### src/rtl/idac_segment_decoder_pkg.sv
// Shared constants, power-state encoding and select payload for the IDAC segment decoder.
package idac_segment_decoder_pkg;

  localparam int unsigned IDAC_NTHERM     = 17;
  localparam int unsigned IDAC_NBIN       = 6;
  localparam int unsigned IDAC_CODE_W     = 11;
  localparam int unsigned IDAC_CODE_MAX   = IDAC_NTHERM * (2 ** IDAC_NBIN) + (2 ** IDAC_NBIN) - 1;
  localparam int unsigned IDAC_WARMUP_CYC = 16;
  localparam int unsigned IDAC_N_W        = IDAC_CODE_W - IDAC_NBIN;
  localparam int unsigned IDAC_PTR_W      = $clog2(IDAC_NTHERM);
  localparam int unsigned IDAC_WCNT_W     = $clog2(IDAC_WARMUP_CYC);

  typedef enum logic [1:0] {IDAC_OFF, IDAC_WARMUP, IDAC_RUN} idac_pwr_state_e;

  // One decoded sample as it travels through the decode and output registers
  typedef struct packed {
    logic [IDAC_NTHERM-1:0] therm;
    logic [IDAC_NBIN-1:0]   bin;
    logic                   red;
    logic                   sat;
  } idac_sel_t;

endpackage

### src/rtl/idac_segment_decoder_if.sv
// Code input handshake plus decoded select outputs of the IDAC segment decoder.
//   master: code source / select consumer; slave: the decoder.
interface idac_segment_decoder_if;
  import idac_segment_decoder_pkg::*;

  logic [IDAC_CODE_W-1:0] code_in;
  logic                   code_vld;
  logic                   code_rdy;
  logic [IDAC_NTHERM-1:0] therm_sel;
  logic [IDAC_NBIN-1:0]   bin_sel;
  logic                   bin0_red_sel;
  logic                   sat_flag;

  modport master (
    output code_in, code_vld,
    input  code_rdy, therm_sel, bin_sel, bin0_red_sel, sat_flag
  );

  modport slave (
    input  code_in, code_vld,
    output code_rdy, therm_sel, bin_sel, bin0_red_sel, sat_flag
  );
endinterface

### src/rtl/idac_segment_decoder_dwa_rotator.sv
// DWA pointer and rotated thermometric mask.
//   clkin, rstb : clock, async active-low reset
//   n           : number of segments to turn on (0..NTHERM)
//   advance     : move pointer by n this edge
//   dwa_ena     : 1 = rotate mask by pointer, 0 = fixed order
//   clear       : synchronous pointer clear (wins over advance)
//   mask_c      : combinational mask from current pointer and n
module idac_segment_decoder_dwa_rotator
  import idac_segment_decoder_pkg::*;
(
  input  logic                   clkin,
  input  logic                   rstb,
  input  logic [IDAC_N_W-1:0]    n,
  input  logic                   advance,
  input  logic                   dwa_ena,
  input  logic                   clear,
  output logic [IDAC_NTHERM-1:0] mask_c
);

  localparam int unsigned SUM_W = IDAC_PTR_W + 1;

  logic [IDAC_PTR_W-1:0]  ptr_q;
  logic [IDAC_PTR_W-1:0]  ptr_d;
  logic [SUM_W-1:0]       sum_c;
  logic [IDAC_NTHERM-1:0] base_c;
  logic [IDAC_PTR_W-1:0]  idx_c;

  // Pointer advance modulo NTHERM; n = NTHERM lands back on the same pointer
  always_comb begin
    sum_c = SUM_W'(ptr_q) + SUM_W'(n);
    if (sum_c >= SUM_W'(IDAC_NTHERM)) sum_c = sum_c - SUM_W'(IDAC_NTHERM);
    ptr_d = IDAC_PTR_W'(sum_c);
  end

  // Unrotated thermometer, then rotate left by ptr when DWA is on
  always_comb begin
    base_c = '0;
    mask_c = '0;
    idx_c  = '0;
    for (int unsigned i = 0; i < IDAC_NTHERM; i++) begin
      base_c[IDAC_PTR_W'(i)] = (IDAC_N_W'(i) < n);
    end
    for (int unsigned i = 0; i < IDAC_NTHERM; i++) begin
      if (i >= 32'(ptr_q)) idx_c = IDAC_PTR_W'(i - 32'(ptr_q));
      else                 idx_c = IDAC_PTR_W'(i + IDAC_NTHERM - 32'(ptr_q));
      mask_c[IDAC_PTR_W'(i)] = dwa_ena ? base_c[idx_c] : base_c[IDAC_PTR_W'(i)];
    end
  end

  always_ff @(posedge clkin or negedge rstb) begin
    if (!rstb)        ptr_q <= '0;
    else if (clear)   ptr_q <= '0;
    else if (advance) ptr_q <= ptr_d;
  end

endmodule

### src/rtl/idac_segment_decoder.sv
// IDAC segment decoder: power sequencing, code saturation, thermometric/binary decode
// with optional DWA rotation.
//   clkin, rstb : clock, async active-low reset
//   pdb         : power-down negate (0 = off)
//   dwa_ena     : DWA rotation enable
//   dac_on      : high while in RUN
//   bus         : code handshake in, registered selects out
module idac_segment_decoder
  import idac_segment_decoder_pkg::*;
(
  input  logic                  clkin,
  input  logic                  rstb,
  input  logic                  pdb,
  input  logic                  dwa_ena,
  output logic                  dac_on,
  idac_segment_decoder_if.slave bus
);

  idac_pwr_state_e        state_q, state_d;
  logic [IDAC_WCNT_W-1:0] cnt_q, cnt_d;

  logic                   run_c;
  logic                   accept_c;
  logic [IDAC_CODE_W-1:0] s1_code;
  logic                   s1_sat;
  logic                   s1_dwa;
  logic                   s1_new;
  logic [IDAC_NTHERM-1:0] mask_c;
  idac_sel_t              s2_q;
  idac_sel_t              out_q;

  always_ff @(posedge clkin or negedge rstb) begin
    if (!rstb) begin
      state_q <= IDAC_OFF;
      cnt_q   <= '0;
    end else begin
      state_q <= state_d;
      cnt_q   <= cnt_d;
    end
  end

  // Next state and handshake; pdb low always forces OFF
  always_comb begin
    state_d      = state_q;
    cnt_d        = cnt_q;
    bus.code_rdy = 1'b0;
    dac_on       = 1'b0;
    case (state_q)
      IDAC_OFF: begin
        cnt_d = '0;
        if (pdb) state_d = IDAC_WARMUP;
      end
      IDAC_WARMUP: begin
        if (cnt_q == IDAC_WCNT_W'(IDAC_WARMUP_CYC - 1)) begin
          state_d = IDAC_RUN;
          cnt_d   = '0;
        end else begin
          cnt_d = cnt_q + 1'b1;
        end
      end
      IDAC_RUN: begin
        bus.code_rdy = 1'b1;
        dac_on       = 1'b1;
      end
      default: state_d = IDAC_OFF;
    endcase
    if (!pdb) begin
      state_d = IDAC_OFF;
      cnt_d   = '0;
    end
  end

  // A falling pdb on the accept edge discards the sample via run_c
  assign run_c    = (state_q == IDAC_RUN) && pdb;
  assign accept_c = run_c && bus.code_vld;

  // Stage 1: clamp and hold; s1_new marks a freshly accepted sample
  always_ff @(posedge clkin or negedge rstb) begin
    if (!rstb) begin
      s1_code <= '0;
      s1_sat  <= 1'b0;
      s1_dwa  <= 1'b0;
      s1_new  <= 1'b0;
    end else if (!run_c) begin
      s1_code <= '0;
      s1_sat  <= 1'b0;
      s1_dwa  <= 1'b0;
      s1_new  <= 1'b0;
    end else if (accept_c) begin
      s1_sat  <= (bus.code_in > IDAC_CODE_W'(IDAC_CODE_MAX));
      s1_code <= (bus.code_in > IDAC_CODE_W'(IDAC_CODE_MAX)) ?
                 IDAC_CODE_W'(IDAC_CODE_MAX) : bus.code_in;
      s1_dwa  <= dwa_ena;
      s1_new  <= 1'b1;
    end else begin
      s1_new  <= 1'b0;
    end
  end

  idac_segment_decoder_dwa_rotator u_rot (
    .clkin   (clkin),
    .rstb    (rstb),
    .n       (s1_code[IDAC_CODE_W-1:IDAC_NBIN]),
    .advance (s1_new && s1_dwa),
    .dwa_ena (s1_dwa),
    .clear   (!run_c || !dwa_ena),
    .mask_c  (mask_c)
  );

  // Stage 2 decodes only new samples so held codes keep a stable rotation
  always_ff @(posedge clkin or negedge rstb) begin
    if (!rstb) begin
      s2_q  <= '0;
      out_q <= '0;
    end else if (!run_c) begin
      s2_q  <= '0;
      out_q <= '0;
    end else begin
      if (s1_new) begin
        s2_q.therm <= mask_c;
        s2_q.bin   <= s1_code[IDAC_NBIN-1:0];
        s2_q.red   <= s1_code[0];
        s2_q.sat   <= s1_sat;
      end
      out_q <= s2_q;
    end
  end

  assign bus.therm_sel    = out_q.therm;
  assign bus.bin_sel      = out_q.bin;
  assign bus.bin0_red_sel = out_q.red;
  assign bus.sat_flag     = out_q.sat;

endmodule

### src/flat_wrapper.sv
// flat-port wrapper written by rule: the top's interface ports become plain ports
module idac_segment_decoder_flat import idac_segment_decoder_pkg::*;
  (clkin, rstb, pdb, dwa_ena, dac_on, bus_code_in, bus_code_vld, bus_code_rdy, bus_therm_sel, bus_bin_sel, bus_bin0_red_sel, bus_sat_flag);
  idac_segment_decoder_if bus_i ();
  input  logic clkin;
  input  logic rstb;
  input  logic pdb;
  input  logic dwa_ena;
  output logic dac_on;
  input wire logic [$bits(bus_i.code_in)-1:0] bus_code_in;
  input wire logic [$bits(bus_i.code_vld)-1:0] bus_code_vld;
  output wire logic [$bits(bus_i.code_rdy)-1:0] bus_code_rdy;
  output wire logic [$bits(bus_i.therm_sel)-1:0] bus_therm_sel;
  output wire logic [$bits(bus_i.bin_sel)-1:0] bus_bin_sel;
  output wire logic [$bits(bus_i.bin0_red_sel)-1:0] bus_bin0_red_sel;
  output wire logic [$bits(bus_i.sat_flag)-1:0] bus_sat_flag;
  assign bus_i.code_in = bus_code_in;
  assign bus_i.code_vld = bus_code_vld;
  assign bus_code_rdy = bus_i.code_rdy;
  assign bus_therm_sel = bus_i.therm_sel;
  assign bus_bin_sel = bus_i.bin_sel;
  assign bus_bin0_red_sel = bus_i.bin0_red_sel;
  assign bus_sat_flag = bus_i.sat_flag;
  idac_segment_decoder u_core (.clkin(clkin), .rstb(rstb), .pdb(pdb), .dwa_ena(dwa_ena), .dac_on(dac_on), .bus(bus_i));
endmodule
### config.mk
export PLATFORM = sky130hd
export DESIGN_NAME = idac_segment_decoder_flat
export DESIGN_NICKNAME = d
export VERILOG_FILES = /design/src/rtl/idac_segment_decoder_pkg.sv /design/src/rtl/idac_segment_decoder_if.sv /design/src/rtl/idac_segment_decoder_dwa_rotator.sv /design/src/rtl/idac_segment_decoder.sv /design/src/flat_wrapper.sv
export SDC_FILE = /design/constraint.sdc
export NUM_CORES = 1
export LEC_CHECK = 0
export ABC_AREA = 1
export BUFFER_PORTS_ARGS = -buffer_cell sky130_fd_sc_hd__buf_2
export CORE_ASPECT_RATIO = 0.7
export CORE_MARGIN = 5
export CORE_UTILIZATION = 39
export CTS_BUF_LIST = sky130_fd_sc_hd__clkbuf_16
export CTS_CLUSTER_SIZE = 12
export DETAILED_ROUTE_END_ITERATION = 16
export HOLD_SLACK_MARGIN = 0.02
export PLACE_DENSITY = 0.58
export SKIP_CTS_REPAIR_TIMING = 1
export SYNTH_ARGS = -nofsm -noshare
export SYNTH_HDL_FRONTEND = slang
export SYNTH_SLANG_ARGS = --single-unit
### constraint.sdc
create_clock -name clkin -period 3.6 [get_ports clkin]
set_clock_uncertainty 0.2 [all_clocks]
set_input_delay 0.54 -clock clkin [delete_from_list [all_inputs] [get_ports clkin]]
set_output_delay 0.54 -clock clkin [all_outputs]
set_load 0.02 [all_outputs]
==> results.md <==
- CP startpoint kind: flip-flop
- Period utilization: between 90% and 100%
- Worst path max stage delay: 0.73 ns
- Clock transition at path regs: around 0.070 ns
- Synth Flop Type: dfrtp_1
- Max cap viols: 0
- First-pass GRT wire length: 51.2 mm
- Tightest Pin Transition: ~1.1 ns
- Gr usage total: around 28%
- RSZ-0062 raised after global routing: false
- Layout Nets: roughly 1400
- Mapped Cells: roughly 1300
- Outcome: finished clean
- Worst skew pair latency: around 0.34 ns
- Synth area leader: dfrtp_1
- Die height: 131 um
- Met3 wire len: between 4 and 5 mm
- Worst Path Required: approximately 3.6 ns
- Drt first pass iters: 6
- Die W: 183 um
- Post-synth EDFFs: 0
- Post-DRT Antenna Nets: 0
- Synth Cell Area: just over 8000 um^2
- Unique masters post-synth: 53
- CP Capture Type: flip-flop
- Worst IR drop on VDD: around 0.21 mV
- Achievable Freq: 308 MHz
- Total Power: about 0.0018 W
- DR vias: slightly below 10000
- # port buffers: 42
- Min cycle time layout: 3.25 ns
- Fraction of registers with async set/reset: between 90% and 100%
- Syn_area_per_cell: ~6.1 um^2
- Maximum root-to-sink buffer count: 2
- Seq/Total Area, Yosys: 22.5%
- Vias in the first global route: roughly 8500
- Setup TNS: 0 ns
- Routed met2 length: roughly 13 mm
- Psw: around 0.00044 W
- DR vias/cell: just under 6
- Row count: 44
- Clock power share: between 40% and 50%
- Layout area overhead: 11.7%
- GRT Residual Overflow: 0
- Final setup fails: 0
- Synth top area cells: dfrtp_1 22%, nand2_1 18%, nand3_1 12%
- Synth Register Bits: between 70 and 80
- Commonest non-fill, non-tap cell in the layout: nand2_1
- CTS Sinks: between 70 and 80
- FF-to-FF path depth: 17
- Fill count: 2185
- Critical Path AT: approximately 3.3 ns
- Yosys top cell area share: 22.5%
- Critical path cell sequence: inv_2, ha_1, nand2_1, nand3_4, nand2_2, nand2_4, nand2_1, o21ai_1, nand2_1, nand2_1, nand2_1, nand2_1, nand2_1, nand2_1, nand2_1, nand2_1, nand2_1
- Cts bufs inserted: 9
- Most frequent cells in the layout: 387 x nand2_1, 195 x nand3_1, 143 x inv_1
- Die area: about 24000 um^2
- Depth of the CTS H-tree: 3
- Max layer used: met4
- Root Buffer: clkbuf_16
- Sequential share of power: a little under half
- M1 WL: between 15 and 20 mm
- DRC: 0
- Routability Congestion: about 1.0
- Power Internal: between 0.001 and 0.0015 W
- CP max FO: 17
- Initial antenna violation count: 0
- Slew Viols, Final: 0
- HP Class: input port to asynchronous set/reset pin
- CTS tree: built
- Final hold vios: 0
- Net Sw Frac: approximately a quarter
- HPWL after DPL: 25.3 mm
- Initial Util: between 30% and 40%
- # IOs: 43
- Antenna fix cells: 0
- Ys Warns: 0
- Rel. slew slack: around 25%
- Combinational share of power: under 10%
- PwrDens: 195 nW/um^2
- Slowest cell on crit path: ha_1
- Syn nets: about 1400
- Critical Setup Path Class: flip-flop to flip-flop
- Detailed router's first-iteration violation count: roughly 1500
- Largest net degree at the start of global routing: between 70 and 80
- Share of post-route cells with drive strength above 1: roughly 13%
- Post-detailed-route wirelength per cell: approximately 20 um
- CP most frequent cell: nand2_1
- Placeable Area: between 20000 and 25000 um^2
- Pleak: approximately 4.4 nW
- Total Wirelength: ~34 mm
==> synthesized netlist by cell type, types with 2 or more instances <==
master,number
nand4_1,22
a21oi_2,3
inv_4,2
a31oi_1,5
o21a_1,3
nand2_1,387
o22ai_1,13
xor2_1,10
nand3_4,4
nand3_2,9
a41oi_1,3
buf_6,7
nand3_1,195
inv_2,19
dfrtp_1,73
inv_1,143
clkbuf_1,18
buf_2,16
o211ai_1,35
nor3_1,14
nand3b_1,7
ha_1,28
o21ai_0,73
clkinv_1,4
xnor2_1,5
a21oi_1,57
nand2_2,17
nor2_2,4
o21ai_2,10
buf_4,7
a21oi_4,2
nor2_1,88
nand2_4,2
o21ai_1,27
==> worst max-delay path, delay by kind of cell, from the launching register on <==
| family | cells | cell delay [ns] |
|---|---|---|
| adders and majority gates | 1 | 0.73 |
| buffers and inverters | 1 | 0.18 |
| AOI/OAI and AO/OA | 1 | 0.08 |
| and+or+nand+nor | 14 | 1.56 |
| DFF | 1 | 0.39 |
==> kinds of logic (layout without fill, tap and decap cells) <==
family	after synthesis	in the layout	share of synthesized area, %
AO/OA/AOI/OAI	240	240	17.9
buffers and inverters	217	276	11.3
adder cells (fa/ha/maj)	29	29	4.56
XOR/XNOR	17	17	2.16
flip-flops	73	73	22.5
multiplexers	1	1	0.123
AND/OR/NAND/NOR	754	754	41.5
==> final timing paths <==
check / from / endpoint / slack, ns
worst max-delay path: u_core.u_rot.ptr_q[4]$_DFFE_PN0P_ / u_core.s2_q[14]$_DFFE_PN0P_ / 0.35
worst min-delay path: rstb / u_core.bus.therm_sel[15]$_DFF_PN0_ / 0.14
worst max register to register: u_core.u_rot.ptr_q[4]$_DFFE_PN0P_ / u_core.s2_q[14]$_DFFE_PN0P_ / 0.35
worst min register to register: u_core.s2_q[16]$_DFFE_PN0P_ / u_core.s2_q[16]$_DFFE_PN0P_ / 0.28
max in group asynchronous: rstb / u_core.bus.bin_sel[1]$_DFF_PN0_ / 2.44
min in group clkin: bus_code_in[10] / u_core.s1_code[9]$_DFFE_PN0P_ / 0.23
==> sequential cells by signal, indices dropped and copies added, names as in the netlist <==
signal / count
u_core.u_rot.ptr_q: 5
u_core.s1_dwa: 1
u_core.state_q: 2
u_core.s1_sat: 1
u_core.s2_q: 24
u_core.bus.therm_sel: 17
u_core.s1_new: 1
u_core.bus.bin_sel: 6
u_core.bus.sat_flag: 1
u_core.s1_code: 11
u_core.cnt_q: 4
==> cell type report <==
cell class / instances / area (um^2) / area share (%)
repair buffers: 92 / 601 / 6.62
well taps: 276 / 345 / 3.81
multi-input cells: 1041 / 5380 / 59.3
clock buffers: 9 / 225 / 2.48
flip-flops and latches: 73 / 1830 / 20.1
clock inverters: 7 / 60.1 / 0.662
inverters: 168 / 636 / 7.00
==> power by group through the flow <==
stage | combinational, W | clock, W | sequential, W
6_report | 0.0000529 | 0.000879 | 0.000838
5_1_grt | 0.0000643 | 0.000929 | 0.000839
4_1_cts | 0.0000546 | 0.000889 | 0.000838
3_5_place_dp | 0.0000543 | 0 | 0.000853
3_3_place_gp | 0.0000538 | 0 | 0.000854
2_1_floorplan | 0.0000239 | 0 | 0.000853
==> layer usage <==
layer	vias to the layer above	global-route usage, %
li1	4525	-
met1	4442	42.5
met2	657	38.0
met3	68	8.36
met4	0	5.43
met5	-	0
==> stage by stage <==
stage | setup slack [ns] | util (%) | std cells | hold slack, ns | instance area [um^2]
final | 0.352 | 44.1 | 1666 | 0.143 | 9070
after global routing | 0.172 | 44.1 | 1666 | 0.229 | 9070
after CTS | 0.476 | 44.1 | 1666 | 0.182 | 9070
after detailed placement | 0.496 | 42.7 | 1650 | 0.267 | 8790
after global placement | 0.508 | 42.7 | 1650 | 0.265 | 8790
after floorplan | 0.759 | - | 1331 | 0.0444 | 8130
No activity file was read; power rests on OpenSTA's default activity.
